[src/rtl/mmio_timer.sv]
// Memory-mapped prescaled timer with compare, auto-reload and one-shot modes.
// Optional interrupt output enabled by defining MMIO_TIMER_IRQ_EN.
module mmio_timer #(
   parameter logic [8:0] BASE_ADDR = 9'h140,
   parameter int         CNT_W     = 16
) (
   input  logic        clk,
   input  logic        reset,
   input  logic [1:0]  mem_cmd,
   input  logic [8:0]  mem_addr,
   input  logic [15:0] write_data,
   output logic [15:0] read_data,
   output logic        rd_en,
   output logic        irq
);

   localparam logic [1:0] M_READ  = 2'b01;
   localparam logic [1:0] M_WRITE = 2'b10;

   typedef enum logic [1:0] {
      IDLE = 2'b00,
      RUN  = 2'b01,
      HALT = 2'b10
   } state_t;

   state_t           state;
   logic             en, auto_reload, one_shot, ie;
   logic [CNT_W-1:0] count, compare, count_inc;
   logic [2:0]       status;
   logic [7:0]       prescale, pcnt;
   logic             reload_pend;

   logic       hit, wr;
   logic [2:0] offset, w1c, flag_set;
   logic       wr_ctrl, wr_count, wr_compare, wr_status, wr_presc;
   logic       tick, tick_cnt, match_hit, ovf_hit;

   assign hit    = (mem_addr[8:3] == BASE_ADDR[8:3]);
   assign offset = mem_addr[2:0];
   assign wr     = hit && (mem_cmd == M_WRITE);
   assign rd_en  = hit && (mem_cmd == M_READ) && !reset;

   assign wr_ctrl    = wr && (offset == 3'd0);
   assign wr_count   = wr && (offset == 3'd1);
   assign wr_compare = wr && (offset == 3'd2);
   assign wr_status  = wr && (offset == 3'd3);
   assign wr_presc   = wr && (offset == 3'd4);

   // A pending reload consumes its tick, so it never raises MATCH/OVF.
   assign tick      = (state == RUN) && (pcnt >= prescale);
   assign tick_cnt  = tick && !wr_count && !reload_pend;
   assign count_inc = count + CNT_W'(1);
   assign match_hit = tick_cnt && (count_inc == compare);
   assign ovf_hit   = tick_cnt && (count_inc == '0);

   assign w1c      = wr_status ? write_data[2:0] : 3'b000;
   assign flag_set = {match_hit && one_shot, ovf_hit, match_hit};

   always_ff @(posedge clk or posedge reset) begin
      if (reset) begin
         state       <= IDLE;
         en          <= 1'b0;
         auto_reload <= 1'b0;
         one_shot    <= 1'b0;
         count       <= '0;
         compare     <= '0;
         status      <= 3'b000;
         prescale    <= 8'h00;
         pcnt        <= 8'h00;
         reload_pend <= 1'b0;
      end else begin
         if (wr_ctrl) begin
            en          <= write_data[0];
            auto_reload <= write_data[1];
            one_shot    <= write_data[2];
         end
         if (wr_compare) compare <= write_data[CNT_W-1:0];
         if (wr_presc) prescale <= write_data[7:0];

         if (wr_count) pcnt <= 8'h00;
         else if (state == RUN) pcnt <= tick ? 8'h00 : pcnt + 8'd1;

         if (wr_count) begin
            count       <= write_data[CNT_W-1:0];
            reload_pend <= 1'b0;
         end else if (tick) begin
            if (reload_pend) begin
               count       <= '0;
               reload_pend <= 1'b0;
            end else begin
               count <= count_inc;
               if (match_hit && auto_reload && !one_shot)
                  reload_pend <= 1'b1;
            end
         end

         status <= (status & ~w1c) | flag_set;

         case (state)
            IDLE: if (wr_ctrl && write_data[0]) state <= RUN;
            RUN: begin
               if (wr_ctrl && !write_data[0]) state <= IDLE;
               else if (match_hit && one_shot) state <= HALT;
            end
            HALT: if (wr_ctrl) state <= write_data[0] ? RUN : IDLE;
            default: state <= IDLE;
         endcase
      end
   end

`ifdef MMIO_TIMER_IRQ_EN
   always_ff @(posedge clk or posedge reset) begin
      if (reset) begin
         ie  <= 1'b0;
         irq <= 1'b0;
      end else begin
         if (wr_ctrl) ie <= write_data[3];
         irq <= ie & (status[0] | status[1]);
      end
   end
`else
   assign ie  = 1'b0;
   assign irq = 1'b0;
`endif

   always_comb begin
      read_data = 16'h0000;
      if (rd_en) begin
         case (offset)
            3'd0:    read_data = {12'h000, ie, one_shot, auto_reload, en};
            3'd1:    read_data = 16'(count);
            3'd2:    read_data = 16'(compare);
            3'd3:    read_data = {10'h000, state, 1'b0, status};
            3'd4:    read_data = {8'h00, prescale};
            default: read_data = 16'h0000;
         endcase
      end
   end

endmodule

[config.mk]
export PLATFORM = sky130hd
export DESIGN_NAME = mmio_timer
export DESIGN_NICKNAME = d
export VERILOG_FILES = /design/src/rtl/mmio_timer.sv
export SDC_FILE = /design/constraint.sdc
export NUM_CORES = 1
export LEC_CHECK = 0
export ABC_AREA = 1
export BUFFER_PORTS_ARGS = -buffer_cell sky130_fd_sc_hd__buf_2
export CAP_MARGIN = 20
export CELL_PAD_IN_SITES_DETAIL_PLACEMENT = 0
export CELL_PAD_IN_SITES_GLOBAL_PLACEMENT = 1
export CORE_UTILIZATION = 25
export CTS_BUF_LIST = sky130_fd_sc_hd__clkbuf_8 sky130_fd_sc_hd__clkbuf_16
export CTS_CLUSTER_SIZE = 10
export DETAILED_ROUTE_END_ITERATION = 10
export PLACE_DENSITY = 0.51
export SLEW_MARGIN = 20
export SYNTH_ARGS = -nofsm -noshare
export SYNTH_HDL_FRONTEND = slang
export SYNTH_SLANG_ARGS = --single-unit
[constraint.sdc]
create_clock -name clk -period 3.35 [get_ports clk]
set_input_delay 0 -clock clk [delete_from_list [all_inputs] [get_ports clk]]
set_output_delay 0 -clock clk [all_outputs]
set_load 0.02 [all_outputs]
**Word-level counts from Yosys, hierarchy flattened**

Cells that the tools add are included.

- $add $sub $neg: 2
- Order comparisons: 1
- Equal/unequal tests: 13
- Multiplexer cells: 19
- Bitwise logic cells: 3
- Reductions and logical operators: 29

Operators by type and width:

| operator | number |
|---|---|
| 16-bit case mux with 5 select lines | 1 |
| 16-bit two-way mux | 4 |
| 8-bit two-way mux | 3 |
| 1-bit logical AND | 18 |
| 16-bit by 1-bit adder with 16-bit output (second input constant) | 1 |
| 16-bit == test | 1 |
| 16-bit logical NOT | 1 |
| 8-bit by 1-bit adder with 8-bit output (second input constant) | 1 |
| 8-bit greater-or-equal comparator | 1 |
| 2-bit two-way mux | 4 |
| 3-bit by 2-bit == test with 1-bit output (second input constant) | 2 |
| 6-bit == test (second input constant) | 1 |
| 2-bit case mux with 3 select lines | 1 |
| 1-bit logical NOT | 5 |
| 1-bit two-way mux | 5 |
| 2-bit by 1-bit == test with 1-bit output (second input constant) | 2 |
| 2-bit == test (second input constant) | 2 |
| 2-bit != test (second input constant) | 2 |
| 2-bit nonzero test | 2 |
| 3-bit bitwise AND | 1 |
| 3-bit by 1-bit == test with 1-bit output (second input constant) | 1 |
| 3-bit == test (second input constant) | 1 |
| 3-bit logical NOT | 1 |
| 3-bit two-way mux | 1 |
| 5 further kinds | 5 |

- Register bits: 57
- Bits of input ports: 29
- Output and inout port bits: 18
- Word-level logic and storage cells: 77

**Longest topological paths before layout**

Gate-level depths: netlist of run 1.

- Depth after elaboration: 13
- Gate-level depth with buffers: 15
- Depth with buffers taken out: 15

**Worst setup path before layout of run 1**

No wires, ideal clock.

- Kind: input-to-output
- From: input port mem_addr[5]
- To: output port read_data[10]
- Arrival: 1.846 ns
- Required time: 3.350 ns
- Setup slack: 1.504 ns
- Stages: 6
- Buffers on the path: 1
- Cells stage by stage: nor2_1 nand4_1 nor4_1 o21ai_1 clkbuf_1 a21oi_1

- Cells in the longest elaborated chain, start to end: 4

RTL lines:

| item | line | RTL |
|---|---|---|
| start, declared | 10 | `input logic [8:0] mem_addr,` |
| 6-bit == test | 38 | `assign hit = (mem_addr[8:3] == BASE_ADDR[8:3]);` |
| 1-bit logical AND (2 in series) | 41 | `assign rd_en = hit && (mem_cmd == M_READ) && !reset;` |
| net rd_en | 13 | `output logic rd_en,` |
| 16-bit two-way mux | 128 | `if (rd_en) begin` |
| end, declared | 12 | `output logic [15:0] read_data,` |

The timed path passes the listed nets, and every way through them passes these cells.

**Final worst setup path of run 1**

- From: register pcnt[3]
- To: register state[0]

- Cells in the longest elaborated chain, start to end: 8

RTL lines:

| item | line | RTL |
|---|---|---|
| start, declared | 30 | `logic [7:0] prescale, pcnt;` |
| start signal, assigned | 81 | `else if (state == RUN) pcnt <= tick ? 8'h00 : pcnt + 8'd1;` |
| 8-bit greater-or-equal comparator | 50 | `assign tick = (state == RUN) && (pcnt >= prescale);` |
| 1-bit logical AND | 50 |  |
| 1-bit logical AND (2 in series) | 51 | `assign tick_cnt = tick && !wr_count && !reload_pend;` |
| 1-bit logical AND | 53 | `assign match_hit = tick_cnt && (count_inc == compare);` |
| 1-bit logical AND | 103 | `else if (match_hit && one_shot) state <= HALT;` |
| 3-bit by 2-bit != test with 1-bit output (no line) | - |  |
| 3-bit AND reduction (no line) | - |  |
| end signal, assigned | 105 | `HALT: if (wr_ctrl) state <= write_data[0] ? RUN : IDLE;` |
| end, declared | 26 | `state_t state;` |

Every way passes these cells.
A chain may end at the register's enable or synchronous reset.

==> results.cfg, run 1 <==
[timing]
post-route-min-period_ns = 2.33
finalWorstSetupSlack_ns = 1.02
setup_violations = 0
max_freq_ghz = 0.430
fin_setup_tns_ns = 0
worst_slew_pin_slew_ns = 0.840
rsz0062_at_grt = no
hold_viol = 0
finClkSkew_ns = 0.00507
finalCritPeriodShare_pct = 69.5
max_slew_margin_pct = 43.9
slew_viol_final = 0

[flow_run]
drv_cap = 0

[worst_setup_path]
crit_arrival_ns = 2.56
path_max_fanout = 15
critPathKind = reg -> reg
end_kind = flip-flop
cp_common_cell = nand2_1
required_ns = 3.58
crit_chain = ha_1 > nand2_1 > inv_1 > o21ai_0 > nand2_1 > nand2_1 > o2111ai_1 > nand2_1 > nor2_2 > nand4_2 > nand2_1 > nand2_1
cp_top_family = simple AND/OR/NAND/NOR gates
slowest_stage = nor2_2
worstSetupStartpointType = flip-flop
cp.buffers_inverters = 1
critPathMaxStageDelay_ns = 0.58

[drt]
wl_per_cell_microns = 16.0
drc = 0
drt_iter0_drc = 200
drtAntennaViolNets = 0
viasPerCell = 4.68
first_pass_iters = 4
wl_microns = 12600
via_count = 3693

[synth]
yosysTopAreaCell = dfrtp_1
synth.most_common_cell = nand2_1
ys_warn_count = 0
synth_cells = 539
synthTopCellsByArea = dfrtp_1 39%, nand2_1 18%, inv_1 8.6%
synth_common_cells = 177 x nand2_1, 85 x inv_1, 57 x dfrtp_1
async_flop_share_pct = 100
synth_fp_nets = 578
synth-seq-area-share_pct = 38.5
synth-seq-cells = 57
synth_top_cell_area_share_pct = 38.5
synth_cell_type_count = 36
synth-edff-count = 0
syn_area_sq_um = 3700
syn_area_per_cell_sq_um = 6.87
synthFlopType = dfrtp_1

[final_layout]
final_core_util_pct = 32.0
n_fill_cell = 1615
syn_to_final_growth_pct = 25.2
antenna_cells = 0
final_cell_area_sq_um = 4630
final_nets = 639
drive_above_1_share_pct = 14.4

[clocking]
post_cts_buffers = 0
cts_buffers = 9
clockRootBuffer = clkbuf_16
cts.sinks = 57
insertion_delay_ns = 0.34
clk_path_buf_depth = 2
clkTransAtPathRegs_ns = 0.06
cts-htree-levels = 3
cts_tree = built

[floorplan]
num_io_pins = 47
start_util_pct = 25.6
dieArea_sq_um = 15300
fp.dieW_microns = 124
fp-row-count = 44
die_h_microns = 124
core-area_sq_um = 14500

[place]
io_buffers = 45
place_area_sq_um = 4160
dp_slack_ns = 0.988
place.gp.congestion = 0.774
dp_hpwl_microns = 9220

[global_routing]
antenna_found_initial = 0
grt_pass1_vias = 3735
grt_pass1_wl_microns = 20200
grt_use_total_pct = 18.1
grt_start_max_net_pins = 37
overflow = 0

[hold_path]
hold_path_class = in -> reg

[power]
p_leak_nw = 2.19
vdd_drop_max_uv = 244
powerDensity_nw_per_um2 = 447

[status]
outcome = complete, no violations
[path summary, 6_finish.rpt]
kind,start,slack [ns],cells after the start,end
max in group asynchronous,reset,2.10,4,prescale[6]$_DFFE_PP0P_
setup / recovery,pcnt[3]$_DFFE_PP0P_,1.02,12,state[0]$_DFFE_PP0P_
setup reg to reg,pcnt[3]$_DFFE_PP0P_,1.02,12,state[0]$_DFFE_PP0P_
hold reg to reg,compare[4]$_DFFE_PP0P_,0.49,2,compare[4]$_DFFE_PP0P_
hold / removal,write_data[3],0.007,3,prescale[3]$_DFFE_PP0P_
min in group asynchronous,reset,0.40,3,compare[2]$_DFFE_PP0P_
[worst min-delay path, cell delays in order]
cell     delay, ns
buf_2         0.08
inv_1         0.08
o21ai_0       0.16
[logic make-up after synthesis]
kind of cell / share of synthesized area [%]
buffers and inverters: 10.3
AO/OA/AOI/OAI: 14.7
flip-flops: 38.5
AND/OR/NAND/NOR: 32.5
XOR/XNOR: 0.473
other: 0.101
adder cells (fa/ha/maj): 3.38
[area by class of cell]
type	count	area (sq um)	area share, %
Multi-Input combinational cell	383	1910	41.2
Inverter	86	323	6.97
Sequential cell	57	1430	30.8
Timing Repair Buffer	63	388	8.37
Clock inverter	7	134	2.89
Tap cell	184	230	4.97
Clock buffer	9	225	4.86
[registers in the layout, summed over array words and instances (netlist names), 2 cells and up]
name and flops:
status 3, state 2, pcnt 8, prescale 8, count 16, compare 16
[routing by layer]
metal  share of wire, %  global-route usage (%)  vias to the layer above  wire, microns
li1                   -                       -                     1879              -
met1                 48                    23.4                     1741           6060
met2                 47                    30.1                       59           5970
met3                3.4                    2.84                       14            428
met4                1.5                    6.70                        0            185
met5                  0                       0                        -              0
[cell usage in the layout (no fill, tap or decap)]
cell type | synthesis | final
o21ai_1 | 3 | 3
nand2_2 | 2 | 3
nor2_4 | 2 | 2
nand2_1 | 177 | 176
o21ai_0 | 36 | 36
nor3_1 | 6 | 4
buf_4 | 1 | 7
ha_1 | 10 | 10
a21oi_2 | 1 | 1
a21oi_1 | 17 | 17
xnor2_1 | 1 | 1
a31oi_1 | 4 | 4
o2111ai_1 | 1 | 1
nand4_2 | 1 | 1
a221oi_1 | 5 | 5
inv_2 | 1 | 2
bufinv_16 | 0 | 4
o211ai_1 | 1 | 1
buf_2 | 4 | 45
nor2_2 | 7 | 7
xor2_1 | 1 | 1
clkinv_2 | 0 | 2
nand4_1 | 9 | 9
dlygate4sd3_1 | 0 | 11
o31ai_1 | 1 | 1
nand3_2 | 1 | 1
nor4_1 | 2 | 2
dfrtp_1 | 57 | 57
conb_1 | 1 | 1
nor3b_1 | 2 | 2
o221ai_1 | 15 | 15
o22ai_2 | 1 | 1
o22ai_1 | 2 | 2
inv_1 | 85 | 85
clkbuf_16 | 0 | 9
nor3_2 | 0 | 2
nand3b_1 | 1 | 1
o21bai_1 | 1 | 1
nor2_1 | 36 | 36
nand3_1 | 36 | 36
[through the flow]
step / hold WS, ns / power [mW] / cells
2_1_floorplan: 0.0887 / 0.850 / 539
3_3_place_gp: 0.246 / 0.920 / 762
3_5_place_dp: 0.240 / 0.921 / 762
4_1_cts: 0.00436 / 2.10 / 789
5_1_grt: 0.0185 / 2.16 / 789
6_report: 0.00711 / 2.07 / 789
[where the power goes]
group / switching, mW / total, mW / internal [mW]
sequential: 0.0215 / 0.730 / 0.708
combinational: 0.118 / 0.185 / 0.0673
clock: 0.360 / 1.16 / 0.796
[what timing repair did]
| item | in CTS | in global routing |
|---|---|---|
| hold buffers | 11 | 0 |
| endpoints found under the hold margin | 52 | 0 |
| gates resized for setup | 0 | 0 |
Power figures use the tool's default switching activity.
==> run 2, diff against run 1 <==
clock period = 2.4 ns   (was 3.35 ns; I/O delays follow)
==> results.cfg, run 2 (synthesis results as in run 1) <==
[timing]
max_slew_margin_pct = 66.5
finClkSkew_ns = 0.00586
max_freq_ghz = 0.474
post-route-min-period_ns = 2.11
slew_viol_final = 0
fin_setup_tns_ns = 0
setup_violations = 0
finalCritPeriodShare_pct = 87.8
hold_viol = 0
worst_slew_pin_slew_ns = 0.502
rsz0062_at_grt = no

[drt]
wl_microns = 12800
drc = 0
drtAntennaViolNets = 0
via_count = 3727
wl_per_cell_microns = 16.0
viasPerCell = 4.66
first_pass_iters = 4
drt_iter0_drc = 218

[worst_setup_path]
end_kind = flip-flop
required_ns = 2.68
critical_path.startpoint = prescale[7]$_DFFE_PP0P_
crit_arrival_ns = 2.38
critPathKind = reg -> reg
reg2reg_from = prescale[7]$_DFFE_PP0P_
worstSetupStartpointType = flip-flop
path_max_fanout = 17

[power]
vdd_drop_max_uv = 353
p_leak_nw = 2.21
powerDensity_nw_per_um2 = 543
intPower_mw = 1.86
switching_share_pct = 26.3
power_frac_seq_pct = 40.2
power_mw = 2.52
p_sw_mw = 0.663
pwr-share-comb_pct = 10.7
clkPwrFrac_pct = 49.0

[place]
io_buffers = 45
place.gp.congestion = 0.837
dp_hpwl_microns = 9590

[clocking]
clockRootBuffer = clkbuf_16
clk_path_buf_depth = 2
cts.sinks = 57
clkTransAtPathRegs_ns = 0.06
insertion_delay_ns = 0.34
cts_resized = 0
cts_tree = built
post_cts_buffers = 0
cts_buffers = 9
cts-htree-levels = 3

[hold_path]
hold_start = write_data[5]
hold_path_class = in -> reg

[final_layout]
final_nets = 650
final_core_util_pct = 32.1
final_common_cell = nand2_1
antenna_cells = 0
syn_to_final_growth_pct = 25.7
final_cell_mix = 177 x nand2_1, 84 x inv_1, 57 x dfrtp_1, 45 x buf_2
reg_top3 = compare (16), count (16)
drive_above_1_share_pct = 15.4

[floorplan]
num_io_pins = 47
fp.dieW_microns = 124
core-area_sq_um = 14500
fp-row-count = 44
dieArea_sq_um = 15300
start_util_pct = 25.6
die_h_microns = 124

[global_routing]
grt_pass1_vias = 3742
grt_start_max_net_pins = 33
grt_use_total_pct = 18.6
antenna_found_initial = 0
overflow = 0
grt_pass1_wl_microns = 20600

[flow_run]
drv_cap = 0

[status]
outcome = complete, no violations
[run 2: timing repair]
item | 4_1_cts | 5_1_grt
hold buffers | 13 | 0
hold endpoints to repair | 39 | 0
endpoints found under the setup margin | 0 | 0
[run 2: worst paths after layout]
check	to	cells past startpoint	slack (ns)
hold reg to reg	compare[4]$_DFFE_PP0P_	2	0.50
min in group asynchronous	prescale[1]$_DFFE_PP0P_	3	0.24
setup reg to reg	status[1]$_DFF_PP0_	11	0.29
setup / recovery	status[1]$_DFF_PP0_	11	0.29
hold / removal	prescale[5]$_DFFE_PP0P_	3	0.01
max in group asynchronous	count[1]$_DFFE_PP0P_	4	1.48
[run 2: final cells by class]
cell class | instances | area (sq um)
Multi-Input combinational cell | 383 | 1900
Inverter | 86 | 323
Timing Repair Buffer | 74 | 488
Tap cell | 184 | 230
Clock inverter | 3 | 15.0
Clock buffer | 12 | 267
Fill cell | 1600 | 9830
Sequential cell | 57 | 1430
[run 2: layer usage]
layer	global-route usage, %	share of wire [%]	routed length (microns)	vias up
met5	0	0	0	-
met1	22.9	46	5860	1756
li1	-	-	-	1896
met4	4.82	1.3	163	0
met3	4.35	4.1	525	12
met2	32.2	49	6220	63
[run 2: power by group through the flow]
stage | clock network, mW | registers (mW) | logic (mW)
2_1_floorplan | 0 | 1.02 | 0.161
3_3_place_gp | 0 | 1.03 | 0.258
3_5_place_dp | 0 | 1.03 | 0.259
4_1_cts | 1.28 | 1.02 | 0.277
5_1_grt | 1.32 | 1.02 | 0.312
6_report | 1.24 | 1.02 | 0.271
[run 2: critical path: stages, from the launching register on]
cell	delay (ns)
dfrtp_1	0.37
inv_1	0.06
ha_1	0.29
nand2_1	0.07
nor2_1	0.15
nand4_1	0.11
o2111ai_1	0.11
nand2_1	0.17
nor2_2	0.19
buf_4	0.28
nand3_1	0.16
nand2_1	0.09
[run 2: metrics by stage]
| step | instances | area [sq um] | setup slack (ns) | hold slack (ns) |
|---|---|---|---|---|
| floorplan | 539 | 3700 | 0.554 | 0.0887 |
| global placement | 771 | 4240 | 0.293 | 0.0626 |
| detailed placement | 771 | 4240 | 0.282 | 0.0690 |
| CTS | 799 | 4650 | 0.269 | 0.0158 |
| global route | 799 | 4650 | 0.0452 | 0.0229 |
| finish | 799 | 4650 | 0.292 | 0.0101 |
==> run 3, diff against run 2 <==
CTS_BUF_LIST = sky130_fd_sc_hd__clkbuf_8   (was sky130_fd_sc_hd__clkbuf_8 sky130_fd_sc_hd__clkbuf_16)
==> results.cfg, run 3 (synthesis results as in run 1) <==
[drt]
first_pass_iters = 4
drt_iter0_drc = 220
via_count = 3731
wl_per_cell_microns = 15.9
viasPerCell = 4.66
drtAntennaViolNets = 0
wl_microns = 12700
drc = 0

[floorplan]
core-area_sq_um = 14500
die_h_microns = 124
dieArea_sq_um = 15300
fp.dieW_microns = 124
start_util_pct = 25.6
fp-row-count = 44
num_io_pins = 47

[timing]
finClkSkew_ns = 0.0127
max_freq_ghz = 0.474
whs_ns = 0.0223
fin_setup_tns_ns = 0
rsz0062_at_grt = no
hold_viol = 0
setup_violations = 0
slew_viol_final = 0
post-route-min-period_ns = 2.11
finalCritPeriodShare_pct = 87.9

[worst_setup_path]
crit_arrival_ns = 2.41
crit_chain = inv_1 > ha_1 > nand2_1 > nor2_1 > nand4_1 > o2111ai_1 > nand2_1 > nor2_2 > buf_4 > nand3_1 > nand2_1
cp.buffers_inverters = 2
required_ns = 2.70
cp_common_cell = nand2_1
cp_top_family = simple AND/OR/NAND/NOR gates
worstSetupStartpointType = flip-flop
slowest_stage = dfrtp_1
critPathMaxStageDelay_ns = 0.37
path_max_fanout = 17
critPathKind = reg -> reg
end_kind = flip-flop

[final_layout]
reg_top3 = compare (16), count (16)
final_nets = 651
syn_to_final_growth_pct = 23.3
instances_no_fill = 800
n_fill_cell = 1608
final_cell_mix = 177 x nand2_1, 84 x inv_1, 57 x dfrtp_1, 45 x buf_2
drive_above_1_share_pct = 15.4
antenna_cells = 0
final_cell_area_sq_um = 4560
final_common_cell = nand2_1

[clocking]
cts_buffers = 9
post_cts_buffers = 0
cts-htree-levels = 3
clockRootBuffer = clkbuf_8
insertion_delay_ns = 0.36
cts_tree = built
cts.sinks = 57
clk_path_buf_depth = 2
clkTransAtPathRegs_ns = 0.08

[power]
intPower_mw = 1.54
powerDensity_nw_per_um2 = 473
pwr-share-comb_pct = 12.6
vdd_drop_max_uv = 233
p_leak_nw = 2.17
clkPwrFrac_pct = 40.4
power_frac_seq_pct = 47.0
p_sw_mw = 0.619
switching_share_pct = 28.7
power_mw = 2.16

[global_routing]
antenna_found_initial = 0
grt_pass1_vias = 3720
grt_start_max_net_pins = 33
grt_use_total_pct = 18.5
grt_pass1_wl_microns = 20600
overflow = 0

[status]
outcome = complete, no violations

[hold_path]
hold_path_class = in -> reg

[flow_run]
drv_cap = 0

[place]
place.gp.congestion = 0.837
io_buffers = 45
dp_hpwl_microns = 9590
place_area_sq_um = 4240
dp_cells = 771
## run 3: what timing repair did
item	in CTS	in global routing
endpoints found under the setup margin	0	0
resized for setup	0	0
hold buffers	14	0
hold endpoints to repair	46	0
## run 3: worst register-to-register path, stage by stage, from the launching register on
cell       delay, ns
dfrtp_1         0.37
inv_1           0.05
ha_1            0.29
nand2_1         0.07
nor2_1          0.15
nand4_1         0.11
o2111ai_1       0.11
nand2_1         0.17
nor2_2          0.19
buf_4           0.28
nand3_1         0.16
nand2_1         0.09
## run 3: final timing paths
kind / cells after the start / slack, ns / end / start
max: 11 / 0.29 / status[1]$_DFF_PP0_ / prescale[7]$_DFFE_PP0P_
min: 3 / 0.02 / prescale[1]$_DFFE_PP0P_ / write_data[1]
max in group asynchronous: 4 / 1.51 / count[12]$_DFFE_PP0P_ / reset
max reg2reg: 11 / 0.29 / status[1]$_DFF_PP0_ / prescale[7]$_DFFE_PP0P_
min reg2reg: 2 / 0.50 / compare[4]$_DFFE_PP0P_ / compare[4]$_DFFE_PP0P_
min in group asynchronous: 3 / 0.22 / state[1]$_DFFE_PP0P_ / reset
## run 3: metrics by stage
stage	worst slack (ns)	utilization, %
after floorplan	0.554	-
after global placement	0.293	29.3
after detailed placement	0.282	29.3
after CTS	0.267	31.5
after global routing	0.0438	31.5
final	0.290	31.5
## run 3: layer usage
| metal | global-route usage (%) | share of wire (%) | vias to the layer above |
|---|---|---|---|
| li1 | - | - | 1897 |
| met1 | 22.9 | 45 | 1755 |
| met2 | 32.0 | 49 | 71 |
| met3 | 4.35 | 4.6 | 8 |
| met4 | 4.59 | 0.91 | 0 |
| met5 | 0 | 0 | - |
## run 3: area by class of cell
type | count | area (sq um) | area share (%)
inverter | 86 | 323 | 7.08
clock buffer | 12 | 165 | 3.62
clock inverter | 3 | 15.0 | 0.329
tap | 184 | 230 | 5.05
timing repair buffer | 75 | 498 | 10.9
sequential | 57 | 1430 | 31.3
multi-input combinational | 383 | 1900 | 41.7
## run 3: power by group through the flow
| stage | logic, mW | registers, mW | clock network (mW) |
|---|---|---|---|
| after CTS | 0.278 | 1.01 | 0.908 |
| after detailed placement | 0.259 | 1.03 | 0 |
| after global routing | 0.314 | 1.02 | 0.952 |
| after global placement | 0.258 | 1.03 | 0 |
| final | 0.272 | 1.01 | 0.871 |
| after floorplan | 0.161 | 1.02 | 0 |
